$ cat config.mk
export PLATFORM = sky130hd
export DESIGN_NAME = fifo_wr_arbiter
export DESIGN_NICKNAME = d
export VERILOG_FILES = /design/src/rtl/fifo_arb_pkg.sv /design/src/rtl/fifo_wr_arbiter_rr_pick.sv /design/src/rtl/fifo_wr_arbiter.sv
export SDC_FILE = /design/constraint.sdc
export NUM_CORES = 1
export LEC_CHECK = 0
export ABC_CLOCK_PERIOD_IN_PS = 1530
export BUFFER_PORTS_ARGS = -buffer_cell sky130_fd_sc_hd__clkbuf_2
export CORE_MARGIN = 5
export CORE_UTILIZATION = 36
export DETAILED_ROUTE_END_ITERATION = 7
export GPL_ROUTABILITY_DRIVEN = 0
export PLACE_DENSITY = 0.75
export SETUP_SLACK_MARGIN = 0.4
export SLEW_MARGIN = 40
export SYNTH_ARGS = -nofsm -noshare
export SYNTH_HDL_FRONTEND = slang
export SYNTH_HIERARCHICAL = 1
export SYNTH_SLANG_ARGS = --single-unit
$ cat constraint.sdc
create_clock -name clk -period 1.53 [get_ports clk]
set_input_delay 0.0765 -clock clk [delete_from_list [all_inputs] [get_ports clk]]
set_output_delay 0.0765 -clock clk [all_outputs]
set_load 0.005 [all_outputs]
$ cat src/rtl/fifo_arb_pkg.sv
// Shared types for the FIFO write-port arbiter and its round-robin picker.
package fifo_arb_pkg;

   typedef enum logic {IDLE, BUSY} arb_state_t;

endpackage

$ cat src/rtl/fifo_wr_arbiter_rr_pick.sv
// Combinational round-robin picker: first set request after 'last', wrapping.
// Reusable by any controller that shares one resource among N requesters.
module rr_pick #(
   parameter int  N  = 4,
   localparam int IW = $clog2(N)
) (
   input  logic [N-1:0]  req,
   input  logic [IW-1:0] last,
   output logic          found,
   output logic [IW-1:0] idx
);

   logic [IW-1:0] cand;

   // NOTE: every variable written in always_comb gets a default first, so no path can infer a latch.
   always_comb begin
      found = |req;
      idx   = '0;
      cand  = '0;
      // Scan from the farthest candidate back to last+1 so the nearest one wins.
      for (int i = N; i >= 1; i--) begin
         cand = IW'((int'(last) + i) % N);
         if (req[cand]) idx = cand;
      end
   end

endmodule

$ cat src/rtl/fifo_wr_arbiter.sv
// Round-robin, burst-limited arbiter sharing one FIFO write port among NREQ
// producers; FIFO full stalls only the current owner.
module fifo_wr_arbiter
   import fifo_arb_pkg::*;
#(
   parameter int NREQ      = 4,
   parameter int WIDTH     = 8,
   parameter int MAX_BURST = 4
) (
   input  logic                    clk,
   input  logic                    reset,
   input  logic [NREQ-1:0]         req_valid,
   input  logic [NREQ*WIDTH-1:0]   req_data,
   output logic [NREQ-1:0]         req_ready,
   output logic                    fifo_wr,
   output logic [WIDTH-1:0]        fifo_data_in,
   input  logic                    fifo_full,
   output logic [$clog2(NREQ)-1:0] grant_id,
   output logic                    busy
);

   localparam int IW = $clog2(NREQ);
   localparam int CW = $clog2(MAX_BURST + 1);
   localparam logic [CW-1:0] LAST_BEAT = CW'(MAX_BURST - 1);

   arb_state_t     state;
   logic [IW-1:0]  owner;
   logic [IW-1:0]  last;
   logic [CW-1:0]  burst_cnt;
   logic           pick_found;
   logic [IW-1:0]  pick_idx;
   logic [WIDTH-1:0] words [NREQ];

   rr_pick #(.N(NREQ)) u_pick (
      .req   (req_valid),
      .last  (last),
      .found (pick_found),
      .idx   (pick_idx)
   );

   for (genvar g = 0; g < NREQ; g++) begin : g_words
      assign words[g] = req_data[g*WIDTH +: WIDTH];
   end

   assign busy         = (state == BUSY);
   assign grant_id     = owner;
   assign fifo_data_in = words[owner];
   assign fifo_wr      = busy && req_valid[owner] && !fifo_full;

   always_comb begin
      req_ready = '0;
      if (busy) req_ready[owner] = !fifo_full;
   end

   // NOTE: sequential state uses non-blocking assignments so every register samples pre-edge values.
   always_ff @(posedge clk or posedge reset) begin
      if (reset) begin
         state     <= IDLE;
         owner     <= '0;
         last      <= IW'(NREQ - 1);
         burst_cnt <= '0;
      end else begin
         case (state)
            IDLE: begin
               if (pick_found) begin
                  owner     <= pick_idx;
                  burst_cnt <= '0;
                  state     <= BUSY;
               end
            end
            BUSY: begin
               // A dropped valid releases the grant; full with valid just stalls.
               if (!req_valid[owner]) begin
                  last  <= owner;
                  state <= IDLE;
               end else if (!fifo_full) begin
                  if (burst_cnt == LAST_BEAT) begin
                     last  <= owner;
                     state <= IDLE;
                  end else begin
                     burst_cnt <= burst_cnt + 1'b1;
                  end
               end
            end
            default: state <= IDLE;
         endcase
      end
   end

endmodule

==> results.py <==
metrics = {
    "finish": {
        "fillers": 181,
        "multi_input_comb_area_um2": 592,
        "nets": 175,
        "regArea_um2": 206,
        "design_area_um2": 1220,
        "antenna_cells": 0,
        "drive_gt1_frac": 0.722,
        "area.growth.synth_to_final_pct": 56.9,
    },
    "worst_setup_path": {
        "cp.arrival_ns": 1.48,
        "crit_chain": "buf_4, mux2_4, mux2i_4, nor2_1, clkbuf_2",
        "startpoint_type": "register",
        "path_max_fanout": 5,
        "max_stage_delay_ns": 0.44,
        "crit_required_ns": 1.45,
        "r2r-start": "grant_id[0]",
        "reg2reg_depth": 5,
        "r2r-end": "last[0]",
        "end_kind": "output port",
        "worst_path_max_delay_cell": "dfrtp_2",
        "crit_family": "multiplexers",
        "r2r_slack_ns": -0.02,
        "crit_type": "register to output port",
        "path_buf_inv": 2,
    },
    "synth": {
        "synth-xor-area-share": 0,
        "synth_edf_count": 0,
        "synth-compound-area-share": 0.0946,
        "synthArstFlopShare": 1.00,
        "ys_ff_latch": 8,
        "ys_warn_count": 6,
        "ys_types": 29,
        "synth_simple_gate_area_frac": 0.162,
        "ys_seq_area_frac": 0.260,
        "syn-cell-area_um2": 781,
        "ys.flop_type": "dfrtp_1",
        "syn_nets": 113,
        "synth_top_family_by_area": "multiplexers",
        "synthCells": 72,
        "synth_area_per_cell_um2": 10.8,
        "muxShareOfSynthArea": 0.391,
        "synth-adder-area-share": 0.0321,
    },
    "routing": {
        "post_drt_via_cell_ratio": 5.05,
        "route.detailed.drc": 0,
        "vias": 808,
        "detail-route-antenna-nets": 0,
        "drt_pass1_iterations": 2,
        "routedWlPerCell_um": 15.0,
        "drt_iter0_markers": 10,
        "routed_wl_um": 2400,
    },
    "flow_run": {
        "max-cap-violations": 0,
    },
    "min_path": {
        "min_from": "req_valid[2]",
        "whs_endpoint": "busy",
        "holdCritPathClass": "input pin to register",
        "min_path_cells": 5,
    },
    "sta": {
        "max_freq_mhz": 644,
        "tightestPinTransition_ns": 0.298,
        "setup_ws_ns": -0.0232,
        "setup_violations": 3,
        "finalCriticalPeriod_ns": 1.55,
        "fin_skew_ns": 0.00458,
        "period_share": 1.02,
        "finalHoldViolCount": 0,
        "holdWs_ns": 0.248,
        "relSlewSlack": 0.801,
        "slew_viol_final": 0,
        "finalSetupTns_ns": -0.0480,
        "rsz0062_at_grt": "yes",
    },
    "placement": {
        "dp_hpwl_um": 2020,
        "io_buffer_count": 54,
        "placed_area_um2": 1100,
    },
    "die": {
        "die_x_um": 56.6,
        "pin_count": 55,
        "std_cell_rows": 16,
        "initial_core_util": 0.386,
        "die_h_um": 56.6,
        "coreArea_um2": 2020,
        "dieArea_um2": 3200,
    },
    "clock_network": {
        "cts_max_level": 1,
        "cts_sinks": 8,
        "clk_latency_ns": 0.25,
        "cts_tree": "built",
        "numCtsBuffers": 3,
        "clockBufferDepth": 2,
        "clock_tree.root_cell": "clkbuf_4",
        "clk_pin_slew_ns": 0.06,
    },
    "power": {
        "p_total_uw": 2040,
        "peakVddDrop_uv": 983,
        "power.density_nw_per_um2": 1670,
        "power.leakage_uw": 0.000624,
    },
    "global_routing": {
        "first_global_vias": 825,
        "grt_max_degree": 14,
        "antenna_found_initial": 0,
        "gr-usage-all-layers": 0.153,
        "gr-total-overflow": 0,
        "grt_pass1_wl_um": 3870,
    },
    "run_status": {
        "violations": "setup timing",
        "status": "finished with violations",
    },
}
==> tightest hold or removal path: stages <==
cell and delay (ns):
clkbuf_2 0.11, nor2_1 0.06, nand2_1 0.08, nor2_1 0.04, nor2_1 0.09
==> metrics by stage <==
| stage | setup WS (ns) | utilization | instances |
|---|---|---|---|
| finish | -0.0232 | 0.606 | 160 |
| global route | -0.0740 | 0.606 | 160 |
| CTS | -0.0507 | 0.585 | 159 |
| detailed placement | 0.0161 | 0.544 | 150 |
| global placement | 0.0447 | 0.544 | 150 |
| floorplan | 0.0825 | - | 72 |
==> cell usage after synthesis (2+ instances only) <==
cell type | instances | area share
buf_2 | 2 | 0.013
inv_1 | 4 | 0.019
nand2_1 | 7 | 0.034
mux2_2 | 3 | 0.043
mux4_2 | 5 | 0.14
a21oi_1 | 2 | 0.013
a21boi_0 | 2 | 0.019
mux2i_1 | 5 | 0.064
dfstp_2 | 2 | 0.067
nand2b_1 | 6 | 0.048
dfrtp_1 | 6 | 0.19
mux4_1 | 3 | 0.10
mux2_4 | 2 | 0.038
nor2_1 | 7 | 0.034
ha_1 | 2 | 0.032
==> area by class of cell <==
cell class	instances	share of cell area
Inverter	4	0.0123
Sequential cell	8	0.169
Clock buffer	4	0.0215
Multi-Input combinational cell	55	0.483
Timing Repair Buffer	62	0.287
Tap cell	27	0.0276
==> worst max-delay path by stage <==
stage	from	to	slack (ns)	cells after the start
finish	grant_id[0]	fifo_wr	-0.02	5
global route	grant_id[0]	fifo_wr	-0.07	5
CTS	grant_id[0]	fifo_wr	-0.05	5
detailed placement	burst_cnt[0]	last[0]	0.02	6
global placement	burst_cnt[0]	last[0]	0.04	6
floorplan	grant_id[0]	burst_cnt[0]	0.08	6
==> cell families (layout without fill, tap and decap cells) <==
kind of cell	after synthesis	count (layout)
buf+inv	9	70
flops	8	8
simple gates	26	26
compound gates	9	9
fa+ha+maj	2	2
mux	18	18
==> state kept, by name, indices dropped and copies added, names as in the netlist <==
name	count
burst_cnt	3
grant_id	2
last	2
busy	1
==> timing repair <==
| action | 4_1_cts | 5_1_grt |
|---|---|---|
| gates resized for setup | 12 | 9 |
| hold buffers | 1 | 0 |
| setup buffers | 4 | 1 |
| setup endpoints to repair | 22 | 22 |
| pin swaps | 2 | 4 |
| hold endpoints to repair | 6 | 0 |
==> report_power, final <==
part           internal [uW]  switching, uW  total (uW)
registers                337            150         487
logic                    839            549        1390
clock network           99.6           69.7         169
==> routing by layer <==
| layer | up-vias | GRT usage | routed length [um] |
|---|---|---|---|
| li1 | 385 | - | - |
| met1 | 375 | 0.153 | 850 |
| met2 | 44 | 0.282 | 1240 |
| met3 | 4 | 0.0505 | 290 |
| met4 | 0 | 0.0678 | 22 |
| met5 | - | 0 | 0 |
==> layout by cell type (no fill, tap or decap), types with 2 or more instances in the layout <==
cell,count
clkbuf_2,54
nor2_1,6
mux4_2,8
nand2_1,6
nand2b_1,5
a21oi_2,2
buf_6,3
inv_1,4
mux2i_1,3
dfstp_2,2
clkbuf_4,3
dfrtp_1,3
dfrtp_2,3
buf_4,3
mux2_4,4
a21boi_1,2
No activity file was read; power rests on OpenSTA's default activity.
